$ cat src/rtl/bcd_pkg.sv
// Shared decimal-arithmetic package.
// Provides the BCD digit type, decimal constants and the state encoding used by
// the serial BCD subtractor.
package bcd_pkg;

  typedef logic [3:0] bcd_digit_t;

  localparam bcd_digit_t BCD_MAX  = 4'd9;
  localparam int         BCD_BASE = 10;

  typedef enum logic [1:0] {
    IDLE = 2'd0,
    RUN  = 2'd1,
    DONE = 2'd2
  } sub_state_t;

endpackage

$ cat src/rtl/bcd_digit_sub.sv
// One-digit BCD subtract: computes a_i - b_i - borrow_i and folds a negative
// result back into the decimal range by adding the base.
// Illegal input digits (>9) go through the same arithmetic unchanged.
//
// Ports:
//   a_i       minuend digit
//   b_i       subtrahend digit
//   borrow_i  borrow from the lower digit
//   digit_o   result digit
//   borrow_o  borrow into the next digit
module bcd_digit_sub
  import bcd_pkg::*;
(
  input  bcd_digit_t a_i,
  input  bcd_digit_t b_i,
  input  logic       borrow_i,
  output bcd_digit_t digit_o,
  output logic       borrow_o
);

  // Range is -16..15 for any 4-bit inputs, so 6 signed bits never overflow.
  logic signed [5:0] t;
  logic signed [5:0] t_adj;

  always_comb begin
    t     = $signed({2'b00, a_i}) - $signed({2'b00, b_i}) - $signed({5'b0_0000, borrow_i});
    t_adj = t + 6'(BCD_BASE);
    if (t < 6'sd0) begin
      digit_o  = t_adj[3:0];
      borrow_o = 1'b1;
    end else begin
      digit_o  = t[3:0];
      borrow_o = 1'b0;
    end
  end

endmodule

$ cat src/rtl/bcd_serial_subtractor.sv
// Multi-digit packed-BCD serial subtractor: A - B - bin, one digit per clock,
// least-significant digit first, with a ripple borrow held between cycles.
// Operands arrive on a valid/ready handshake; the ten's-complement difference
// and borrow-out leave on a second valid/ready handshake.
//
// Optional feature macro: BCD_SUB_DIGIT_CHECK_EN
//   defined   - err_o flags any operand digit > 9, latched at accept.
//   undefined - err_o tied to 0.
//
// Ports:
//   clk_i        rising-edge clock
//   rst_i        asynchronous active-high reset
//   in_valid_i   operands present
//   in_ready_o   block can accept operands (IDLE only)
//   a_i, b_i     packed-BCD minuend / subtrahend, digit 0 in [3:0]
//   bin_i        borrow-in
//   out_valid_o  result present (DONE)
//   out_ready_i  consumer accepts result
//   diff_o       packed-BCD difference
//   bout_o       borrow-out (1 => A < B + bin)
//   err_o        illegal input digit flag
module bcd_serial_subtractor
  import bcd_pkg::*;
#(
  parameter int unsigned DIGITS = 4
) (
  input  logic                  clk_i,
  input  logic                  rst_i,
  input  logic                  in_valid_i,
  output logic                  in_ready_o,
  input  logic [4*DIGITS-1:0]   a_i,
  input  logic [4*DIGITS-1:0]   b_i,
  input  logic                  bin_i,
  output logic                  out_valid_o,
  input  logic                  out_ready_i,
  output logic [4*DIGITS-1:0]   diff_o,
  output logic                  bout_o,
  output logic                  err_o
);

  localparam int unsigned W    = 4 * DIGITS;
  localparam int unsigned CntW = (DIGITS > 1) ? $clog2(DIGITS) : 1;
  localparam logic [CntW-1:0] LastCnt = CntW'(DIGITS - 1);

  sub_state_t      state_q, state_d;
  logic [W-1:0]    a_q, a_d;
  logic [W-1:0]    b_q, b_d;
  logic [W-1:0]    diff_q, diff_d;
  logic            borrow_q, borrow_d;
  logic            bout_q, bout_d;
  logic [CntW-1:0] cnt_q, cnt_d;

  bcd_digit_t dig_a, dig_b, dig_res;
  logic       dig_bout;
  logic       accept;

  // Single digit slice, steered by the digit counter.
  assign dig_a = a_q[{cnt_q, 2'b00} +: 4];
  assign dig_b = b_q[{cnt_q, 2'b00} +: 4];

  bcd_digit_sub u_digit_sub (
    .a_i      (dig_a),
    .b_i      (dig_b),
    .borrow_i (borrow_q),
    .digit_o  (dig_res),
    .borrow_o (dig_bout)
  );

  // State is already IDLE during reset; gate on rst_i so the block never
  // advertises readiness while held in reset.
  assign in_ready_o  = (state_q == IDLE) && !rst_i;
  assign out_valid_o = (state_q == DONE);
  assign diff_o      = diff_q;
  assign bout_o      = bout_q;
  assign accept      = in_valid_i && in_ready_o;

  always_comb begin
    state_d  = state_q;
    a_d      = a_q;
    b_d      = b_q;
    diff_d   = diff_q;
    borrow_d = borrow_q;
    bout_d   = bout_q;
    cnt_d    = cnt_q;
    unique case (state_q)
      IDLE: begin
        if (accept) begin
          a_d      = a_i;
          b_d      = b_i;
          borrow_d = bin_i;
          diff_d   = '0;
          bout_d   = 1'b0;
          cnt_d    = '0;
          state_d  = RUN;
        end
      end
      RUN: begin
        diff_d[{cnt_q, 2'b00} +: 4] = dig_res;
        borrow_d                    = dig_bout;
        if (cnt_q == LastCnt) begin
          bout_d  = dig_bout;
          state_d = DONE;
        end else begin
          cnt_d = cnt_q + 1'b1;
        end
      end
      DONE: begin
        if (out_ready_i) begin
          state_d = IDLE;
        end
      end
      default: state_d = IDLE;
    endcase
  end

  always_ff @(posedge clk_i or posedge rst_i) begin
    if (rst_i) begin
      state_q  <= IDLE;
      a_q      <= '0;
      b_q      <= '0;
      diff_q   <= '0;
      borrow_q <= 1'b0;
      bout_q   <= 1'b0;
      cnt_q    <= '0;
    end else begin
      state_q  <= state_d;
      a_q      <= a_d;
      b_q      <= b_d;
      diff_q   <= diff_d;
      borrow_q <= borrow_d;
      bout_q   <= bout_d;
      cnt_q    <= cnt_d;
    end
  end

`ifdef BCD_SUB_DIGIT_CHECK_EN
  logic err_q, err_d;

  function automatic logic has_illegal(input logic [W-1:0] v);
    logic bad;
    bad = 1'b0;
    for (int i = 0; i < int'(DIGITS); i++) begin
      if (v[4*i +: 4] > BCD_MAX) bad = 1'b1;
    end
    return bad;
  endfunction

  always_comb begin
    err_d = err_q;
    if (accept) err_d = has_illegal(a_i) || has_illegal(b_i);
  end

  always_ff @(posedge clk_i or posedge rst_i) begin
    if (rst_i) err_q <= 1'b0;
    else       err_q <= err_d;
  end

  assign err_o = err_q;
`else
  assign err_o = 1'b0;
`endif

endmodule

$ cat config.mk
export PLATFORM = sky130hd
export DESIGN_NAME = bcd_serial_subtractor
export DESIGN_NICKNAME = d
export VERILOG_FILES = /design/src/rtl/bcd_pkg.sv /design/src/rtl/bcd_digit_sub.sv /design/src/rtl/bcd_serial_subtractor.sv
export SDC_FILE = /design/constraint.sdc
export NUM_CORES = 1
export LEC_CHECK = 0
export CORE_MARGIN = 2
export CORE_UTILIZATION = 45
export DETAILED_ROUTE_END_ITERATION = 8
export PLACE_DENSITY = 0.78
export SLEW_MARGIN = 0
export SYNTH_ARGS = -nofsm -noshare
export SYNTH_HDL_FRONTEND = slang
export SYNTH_HIERARCHICAL = 1
export SYNTH_SLANG_ARGS = --single-unit
$ cat constraint.sdc
create_clock -name clk_i -period 5.7 [get_ports clk_i]
set_input_delay 0.57 -clock clk_i [delete_from_list [all_inputs] [get_ports clk_i]]
set_output_delay 0.57 -clock clk_i [all_outputs]
set_load 0.02 [all_outputs]
==> key figures, run 1 <==
Global route
  – Initial antenna violation count: 0
  – GRT Util Overall: 0.181
  – Vias in the first global route: 1818
  – Global-route wire length before repair: 8.85 mm
  – Pin count of the biggest net entering global routing: 55
  – Global route overflow: 0

Drt
  – DR vias/cell: 5.41
  – Vias: 1709
  – WL final: 5.17 mm
  – Routed Antenna Nets: 0
  – Pre-Repair DR Iteration Count: 4
  – DRC: 0
  – 1st-iter DRT viols: 78
  – WL/cell: 16.4 um

Clock tree
  – CTS tree: done
  – Post-CTS setup buffer count: 0
  – CTS Buffer Depth: 2
  – Clock root cell: clkbuf_8
  – Num Clock Sinks: 54
  – Post-cts repair resize count: 0
  – CTS clk-pin slew, worst paths: 100 ps
  – Htree depth: 2
  – CTS Buf Count: 5
  – Insertion delay to the later sink of the worst-skew pair: 310 ps
  – # hold bufs at CTS: 0

STA
  – Tmin final: 3500 ps
  – Final period util: 0.614
  – Slew Limit Fails: 0
  – FMAX: 286 MHz
  – Rel. slew slack: 0.266
  – TNS Setup: 0 ps
  – Final Hold Viols: 0
  – # setup viols final: 0
  – Final worst clock skew: 9.52 ps
  – Slew @ Worst Pin: 1100 ps
  – Unrepaired setup endpoints after global routing: false

Synth
  – Cells after Synth: 188
  – Main combinational cell family by area after synthesis: multiplexers
  – Synth Area in Compound Gates: 0.0863
  – Yosys warns: 6
  – Sequential fraction of the synthesis area: 0.512
  – Netlist cell types: 31
  – Post-synthesis simple-gate area fraction: 0.0597
  – Mapped Nets: 239
  – Synth Area per Inst: 14.0 um2
  – Post-Synth Adder-Cell Area: 0.0692
  – Yosys reg bits: 54
  – Synth Area in XOR/XNOR: 0.0251
  – Mapped Area: 0.00264 mm2
  – Proportion of synthesized area in mux cells: 0.213

Final layout
  – Layout Area Growth over Synthesis: 26.5%
  – # diodes: 0
  – Nets: 294
  – Most common cell after layout, fill and taps aside: clkdlybuf4s50_1
  – Fraction of layout cells with a size suffix above 1: 0.234
  – Most frequent cells in the layout: clkdlybuf4s50_1 (55), dfrtp_1 (54), mux2_2 (34), a22o_1 (17), ha_1 (13)

Critical path
  – Worst setup path class: reg2reg
  – CP arrival: 3750 ps
  – CP Launch Type: flop
  – Slowest CP cell: dfrtp_1
  – Crit path cell chain: mux4_2 -> ha_1 -> fa_1 -> xor2_2 -> nand3_2 -> xor3_1 -> or3_1 -> nand3_1 -> a22o_1
  – CP required: 5960 ps
  – Slowest stage delay, CP: 820 ps
  – Cells on worst reg2reg path: 9
  – Critical Path Sink Type: flop
  – Worst-path fanout max: 15

Floorplanning
  – Die Ht: 80.6 um
  – IO Pins: 57
  – Row count: 27
  – Initial core utilization: 0.474
  – DIE AREA: 0.00650 mm2
  – Die X: 80.6 um
  – Core area: 0.00557 mm2

Placement
  – Final HPWL DP: 3.90 mm
  – Final Wtd Congestion: 0.782
  – Port bufs: 55

Job
  – Max Cap Viol: 0

Worst hold path
  – Worst hold stages: 1
  – Worst min path class: reg2reg

Run status
  – Status: finished, final reports clean
==> synth_stat cells <==
library cell	n	area, um2
buf_2	4	20.0
nor2_1	1	3.75
a32o_1	1	10.0
nor3_1	1	5.00
buf_4	2	15.0
o21ai_0	2	10.0
a22o_1	17	149
nor3b_1	2	15.0
xnor2_1	3	26.3
nor2b_1	4	25.0
a221oi_2	1	15.0
fa_1	1	20.0
inv_1	12	45.0
nor4b_2	2	30.0
conb_1	1	3.75
nand3_1	2	10.0
xor2_2	1	16.3
nor4_1	3	18.8
a21oi_1	5	25.0
nand2b_1	3	18.8
ha_1	13	163
o21ai_2	1	8.76
a221o_1	1	10.0
xor3_1	1	23.8
mux4_2	8	180
nand3_2	1	10.0
clkbuf_1	2	7.51
dfrtp_1	54	1350
or3_1	1	6.26
nand2_1	4	15.0
mux2_2	34	383
==> cell families after synthesis <==
family          count (synthesis)
flops                          54
mux                            42
compound gates                 28
simple gates                   24
buf+inv                        20
fa+ha+maj                      14
xor+xnor                        5
other cells                     1
==> worst paths after layout <==
check	from	endpoint	slack, ps
worst min-delay path	diff_o[4]$_DFFE_PP0P_	diff_o[4]$_DFFE_PP0P_	510
worst max register to register	cnt_q[0]$_DFFE_PP0P_	diff_o[3]$_DFFE_PP0P_	2200
worst max-delay path	cnt_q[0]$_DFFE_PP0P_	diff_o[3]$_DFFE_PP0P_	2200
min in group asynchronous	rst_i	b_q[13]$_DFFE_PP0P_	960
worst min register to register	diff_o[4]$_DFFE_PP0P_	diff_o[4]$_DFFE_PP0P_	510
max in group asynchronous	rst_i	diff_o[8]$_DFFE_PP0P_	4050
==> flip-flops by register name (all words and copies together) (netlist names) <==
name,count
diff_o,16
b_q,16
a_q,16
state_q,2
bout_o,1
cnt_q,2
borrow_q,1
==> final cells by class <==
type                            count  area, um2
Tap cell                           72       90.1
Multi-Input combinational cell    114       1210
Timing Repair Buffer               56        558
Fill cell                         462       2230
Inverter                           12       45.0
Sequential cell                    54       1350
Clock buffer                        6       72.6
Clock inverter                      2       13.8
==> routing by layer <==
metal | vias up | share of wire | track usage
met1 | 862 | 0.45 | 0.243
met5 | - | 0 | 0
met4 | 0 | 0.016 | 0.0610
li1 | 800 | - | -
met2 | 40 | 0.49 | 0.298
met3 | 7 | 0.036 | 0.0315
==> critical path: cells and delay by family, from the launching register on <==
family                   cells  cell delay, ps
flip-flops                   1             820
adder cells (fa/ha/maj)      2             650
XOR/XNOR                     2             630
AND/OR/NAND/NOR              3             610
multiplexers                 1             590
AO/OA/AOI/OAI                1             160
==> through the flow <==
stage,area [um2],hold slack (ps),setup slack (ps),cells,util
CTS,3340,513,2160,316,0.599
finish,3340,508,2200,316,0.599
global route,3340,526,1990,316,0.599
floorplan,2640,475,2530,188,-
global placement,3250,485,2270,308,0.584
detailed placement,3250,490,2200,308,0.584
Power of run 1 is not shown: default switching activity piles up to over one toggle a cycle in this logic, so the estimate is an artifact.
==> run 2, diff against run 1 <==
==> constraint.sdc (replaced) <==
create_clock -name clk_i -period 3.53 [get_ports clk_i]
set_input_delay 0.353 -clock clk_i [delete_from_list [all_inputs] [get_ports clk_i]]
set_output_delay 0.353 -clock clk_i [all_outputs]
set_load 0.02 [all_outputs]
==> key figures, run 2 (synthesis gave the netlist of run 1 again) <==
STA
  – Final Hold Viols: 0 (unchanged)
  – Final period util: 0.918 (+0.304)
  – Slew Limit Fails: 0 (unchanged)
  – Unrepaired setup endpoints after global routing: false
  – Setup WS post-layout: 289 ps (-1910 ps)
  – TNS Setup: 0 ps (unchanged)
  – FMAX: 309 MHz (+8.0%)
  – Tmin final: 3240 ps (-258 ps)
  – # setup viols final: 0 (unchanged)
  – Final worst clock skew: 12.2 ps (+2.63 ps)
  – Slew @ Worst Pin: 1090 ps (-14.3 ps)
  – Rel. slew slack: 0.275 (+0.00952)

Critical path
  – CP Launch Type: flop
  – Slack of the worst reg-to-reg path: 290 ps (-1910 ps)
  – Cells on worst reg2reg path: 8 (-1)
  – Worst r2r dst: diff_o[14]$_DFFE_PP0P_
  – Critical path origin: cnt_q[0]$_DFFE_PP0P_
  – Critical Path Sink Type: flop
  – Worst setup path class: reg2reg
  – Crit path capture: diff_o[14]$_DFFE_PP0P_
  – CP required: 3720 ps (-2240 ps)
  – Worst-path fanout max: 9 (-6)
  – CP arrival: 3430 ps (-320 ps)
  – Reg2reg start: cnt_q[0]$_DFFE_PP0P_

Final layout
  – Sequential cell area: 0.00135 mm2 (unchanged)
  – Most common cell after layout, fill and taps aside: clkdlybuf4s50_1
  – Filler cells: 469 (+1.5%)
  – Fraction of layout cells with a size suffix above 1: 0.244 (+0.0103)
  – Area of the multi-input gates: 0.00121 mm2 (unchanged)
  – Layout Area Growth over Synthesis: 27.3%
  – Most frequent cells in the layout: clkdlybuf4s50_1 (55), dfrtp_1 (54), mux2_2 (34), a22o_1 (17), ha_1 (13)
  – Nets: 296 (+0.68%)
  – # diodes: 0 (unchanged)

Worst hold path
  – Worst min path class: reg2reg

Placement
  – Final Wtd Congestion: 0.759 (-2.9%)
  – Port bufs: 55 (unchanged)
  – Final HPWL DP: 3.79 mm (-2.7%)
  – Placement Setup Slack: 273 ps (-1920 ps)

Drt
  – DR vias/cell: 5.36 (-0.86%)
  – 1st-iter DRT viols: 76 (-2.6%)
  – DRC: 0 (unchanged)
  – Routed Antenna Nets: 0 (unchanged)
  – WL/cell: 15.6 um (-4.6%)
  – Vias: 1705 (-0.23%)
  – Pre-Repair DR Iteration Count: 5 (+1)
  – WL final: 4.97 mm (-3.9%)

Floorplanning
  – Die Ht: 80.6 um (unchanged)
  – IO Pins: 57 (unchanged)
  – Initial core utilization: 0.474 (unchanged)
  – Core area: 0.00557 mm2 (unchanged)
  – Die X: 80.6 um (unchanged)
  – DIE AREA: 0.00650 mm2 (unchanged)
  – Row count: 27 (unchanged)

Run status
  – Status: finished, final reports clean

Clock tree
  – Htree depth: 2 (unchanged)
  – CTS clk-pin slew, worst paths: 100 ps (about the same)
  – CTS Buffer Depth: 2 (unchanged)
  – Insertion delay to the later sink of the worst-skew pair: 310 ps (about the same)
  – CTS tree: done
  – Clock root cell: clkbuf_8
  – Post-CTS setup buffer count: 0 (unchanged)
  – # hold bufs at CTS: 0 (unchanged)
  – CTS Buf Count: 5 (unchanged)
  – Post-cts repair resize count: 0 (unchanged)
  – Num Clock Sinks: 54 (unchanged)

Global route
  – Global-route wire length before repair: 8.51 mm (-3.8%)
  – Pin count of the biggest net entering global routing: 55 (unchanged)
  – Vias in the first global route: 1810 (-0.44%)
  – Global route overflow: 0 (unchanged)
  – Initial antenna violation count: 0 (unchanged)
  – GRT Util Overall: 0.171 (-0.0104)

Job
  – Max Cap Viol: 0 (unchanged)
run 2: area by class of cell:
| type | instances | area share |
|---|---|---|
| inverter | 12 | 0.0134 |
| clock buffer | 5 | 0.0205 |
| clock inverter | 3 | 0.00707 |
| tap | 72 | 0.0268 |
| multi-input combinational | 114 | 0.360 |
| timing repair buffer | 58 | 0.170 |
| sequential | 54 | 0.402 |
run 2: worst min path at each step:
stage	from	endpoint	slack, ps	cells past startpoint
2_1_floorplan	b_q[10]$_DFFE_PP0P_	b_q[10]$_DFFE_PP0P_	480	1
3_3_place_gp	a_q[12]$_DFFE_PP0P_	a_q[12]$_DFFE_PP0P_	490	1
3_5_place_dp	diff_o[0]$_DFFE_PP0P_	diff_o[0]$_DFFE_PP0P_	490	1
4_1_cts	diff_o[14]$_DFFE_PP0P_	diff_o[14]$_DFFE_PP0P_	520	1
5_1_grt	diff_o[9]$_DFFE_PP0P_	diff_o[9]$_DFFE_PP0P_	530	1
6_report	bout_o$_DFFE_PP0P_	bout_o$_DFFE_PP0P_	510	1
run 2: per-layer routing:
layer | GRT usage | routed length, um
met5 | 0 | 0
met4 | 0.0610 | 90
met3 | 0.0315 | 179
met2 | 0.285 | 2460
met1 | 0.223 | 2230
run 2: critical path, cell delays in order (launching register included):
cell and delay, ps:
dfrtp_1 620, mux4_2 580, ha_1 390, nor2b_1 170, a221oi_2 320, xnor2_1 140, o21ai_2 280, mux2_2 420
a22o_1 210
run 2: stage by stage:
stage / std cells / cell area (um2) / hold slack (ps) / utilization
6_report: 318 / 3360 / 509 / 0.603
5_1_grt: 318 / 3360 / 528 / 0.603
4_1_cts: 318 / 3360 / 516 / 0.603
3_5_place_dp: 310 / 3270 / 493 / 0.587
3_3_place_gp: 310 / 3270 / 486 / 0.587
2_1_floorplan: 188 / 2640 / 475 / -
Power of run 2 is left out for the same reason.
==> run 3, diff against run 2 <==
--- a/config.mk
+++ b/config.mk
@@ -5,10 +5,11 @@
 export SDC_FILE = /design/constraint.sdc
 export NUM_CORES = 1
 export LEC_CHECK = 0
+export CORE_ASPECT_RATIO = 1.2
 export CORE_MARGIN = 2
-export CORE_UTILIZATION = 45
+export CORE_UTILIZATION = 50
 export DETAILED_ROUTE_END_ITERATION = 8
-export PLACE_DENSITY = 0.78
+export PLACE_DENSITY = 0.85
 export SLEW_MARGIN = 0
 export SYNTH_ARGS = -nofsm -noshare
 export SYNTH_HDL_FRONTEND = slang
==> key figures, run 3 (synthesis gave the netlist of run 1 again) <==
Floorplanning
  – Initial core utilization: 0.509 (+0.0352)
  – Die Ht: 83.6 um (+3.7%)
  – DIE AREA: 0.00588 mm2 (-9.5%)
  – Core area: 0.00519 mm2 (-6.9%)
  – Row count: 29 (+7.4%)
  – Die X: 70.3 um (-13%)
  – IO Pins: 57 (unchanged)

Final layout
  – Fraction of layout cells with a size suffix above 1: 0.244 (unchanged)
  – Area of the multi-input gates: 0.00121 mm2 (unchanged)
  – Filler cells: 399 (-15%)
  – Design area: 0.00337 mm2 (+0.15%)
  – Most frequent cells in the layout: clkdlybuf4s50_1 (55), dfrtp_1 (54), mux2_2 (34), a22o_1 (17), ha_1 (13)
  – Layout Area Growth over Synthesis: 27.5%
  – Most common cell after layout, fill and taps aside: clkdlybuf4s50_1
  – Nets: 296 (unchanged)
  – # diodes: 0 (unchanged)
  – Sequential cell area: 0.00135 mm2 (unchanged)

Clock tree
  – Num Clock Sinks: 54 (unchanged)
  – CTS Buffer Depth: 2 (unchanged)
  – Post-CTS setup buffer count: 0 (unchanged)
  – CTS tree: done
  – Insertion delay to the later sink of the worst-skew pair: 300 ps (about the same)
  – Post-cts repair resize count: 0 (unchanged)
  – CTS clk-pin slew, worst paths: 90 ps (about the same)
  – # hold bufs at CTS: 0 (unchanged)
  – Htree depth: 2 (unchanged)
  – CTS Buf Count: 5 (unchanged)
  – Clock root cell: clkbuf_8

Critical path
  – CP arrival: 3520 ps (+90 ps)
  – Worst-path fanout max: 8 (-1)
  – Critical Path Sink Type: flop
  – CP required: 3770 ps (+50 ps)
  – CP Launch Type: flop
  – Worst setup path class: reg2reg

Global route
  – Global-route wire length before repair: 8.39 mm (-1.4%)
  – Global route overflow: 0 (unchanged)
  – GRT Util Overall: 0.180 (+0.00905)
  – Vias in the first global route: 1755 (-3.0%)
  – Initial antenna violation count: 0 (unchanged)
  – Pin count of the biggest net entering global routing: 55 (unchanged)

STA
  – Rel. slew slack: 0.283 (+0.00825)
  – FMAX: 305 MHz (-1.3%)
  – Unrepaired setup endpoints after global routing: false
  – Final Hold Viols: 0 (unchanged)
  – # setup viols final: 0 (unchanged)
  – Final worst clock skew: 8.17 ps (-3.99 ps)
  – Tmin final: 3280 ps (+42.2 ps)
  – Final period util: 0.930 (+0.0120)
  – Slew Limit Fails: 0 (unchanged)
  – Setup WS post-layout: 246 ps (-42.2 ps)
  – TNS Setup: 0 ps (unchanged)
  – Slew @ Worst Pin: 1070 ps (-12.4 ps)
  – Hold Slack: 502 ps (-7.00 ps)

Drt
  – 1st-iter DRT viols: 96 (+26%)
  – Vias: 1706 (+0.059%)
  – Routed Antenna Nets: 0 (unchanged)
  – DR vias/cell: 5.54 (+3.3%)
  – WL/cell: 16.0 um (+2.6%)
  – DRC: 0 (unchanged)
  – WL final: 4.94 mm (-0.58%)
  – Pre-Repair DR Iteration Count: 4 (-1)

Worst hold path
  – Worst min path class: reg2reg

Job
  – Max Cap Viol: 0 (unchanged)

Run status
  – Status: finished, final reports clean

Placement
  – Final Wtd Congestion: 0.792 (+4.3%)
  – Final HPWL DP: 3.78 mm (-0.36%)
  – Placement Setup Slack: 228 ps (-45.7 ps)
  – Placed inst area: 0.00326 mm2 (-0.38%)
  – Port bufs: 55 (unchanged)
run 3: changes by cell type in the layout (fill, tap and decap cells not counted):
cell	delta
inv_6	-1
clkinvlp_4	-2
clkbuf_8	+3
run 3: final timing paths:
path                                  startpoint               endpoint  slack (ps)  cells after the start
max                         cnt_q[0]$_DFFE_PP0P_  diff_o[3]$_DFFE_PP0P_         250                      9
min                        diff_o[0]$_DFFE_PP0P_  diff_o[0]$_DFFE_PP0P_         500                      1
max reg2reg                 cnt_q[0]$_DFFE_PP0P_  diff_o[3]$_DFFE_PP0P_         250                      9
min reg2reg                diff_o[0]$_DFFE_PP0P_  diff_o[0]$_DFFE_PP0P_         500                      1
max in group asynchronous                  rst_i   cnt_q[1]$_DFFE_PP0P_        2060                      2
min in group asynchronous                  rst_i  diff_o[9]$_DFFE_PP0P_         810                      2
run 3: per-stage QoR:
stage | instances | utilization
floorplan | 188 | -
detailed placement | 300 | 0.628
global placement | 300 | 0.628
global route | 308 | 0.649
CTS | 308 | 0.649
finish | 308 | 0.649
run 3: routing by layer:
metal | track usage | wire length [um]
met1 | 0.240 | 2220
met2 | 0.297 | 2470
met3 | 0.0314 | 193
met4 | 0.0612 | 49
met5 | 0 | 0
run 3: final cells by class:
cell class / instances / area share
sequential: 54 / 0.401
multi-input combinational: 114 / 0.359
timing repair buffer: 58 / 0.170
clock buffer: 8 / 0.0327
tap: 62 / 0.0230
inverter: 12 / 0.0134
run 3: worst max-delay path, cell delays in order, from the launching register on:
cell and delay [ps]:
dfrtp_1 630, mux4_2 580, ha_1 230, fa_1 430, xor2_2 200, nand3_2 150
xor3_1 390, or3_1 310, nand3_1 160, a22o_1 160
Power of run 3 is left out for the same reason.
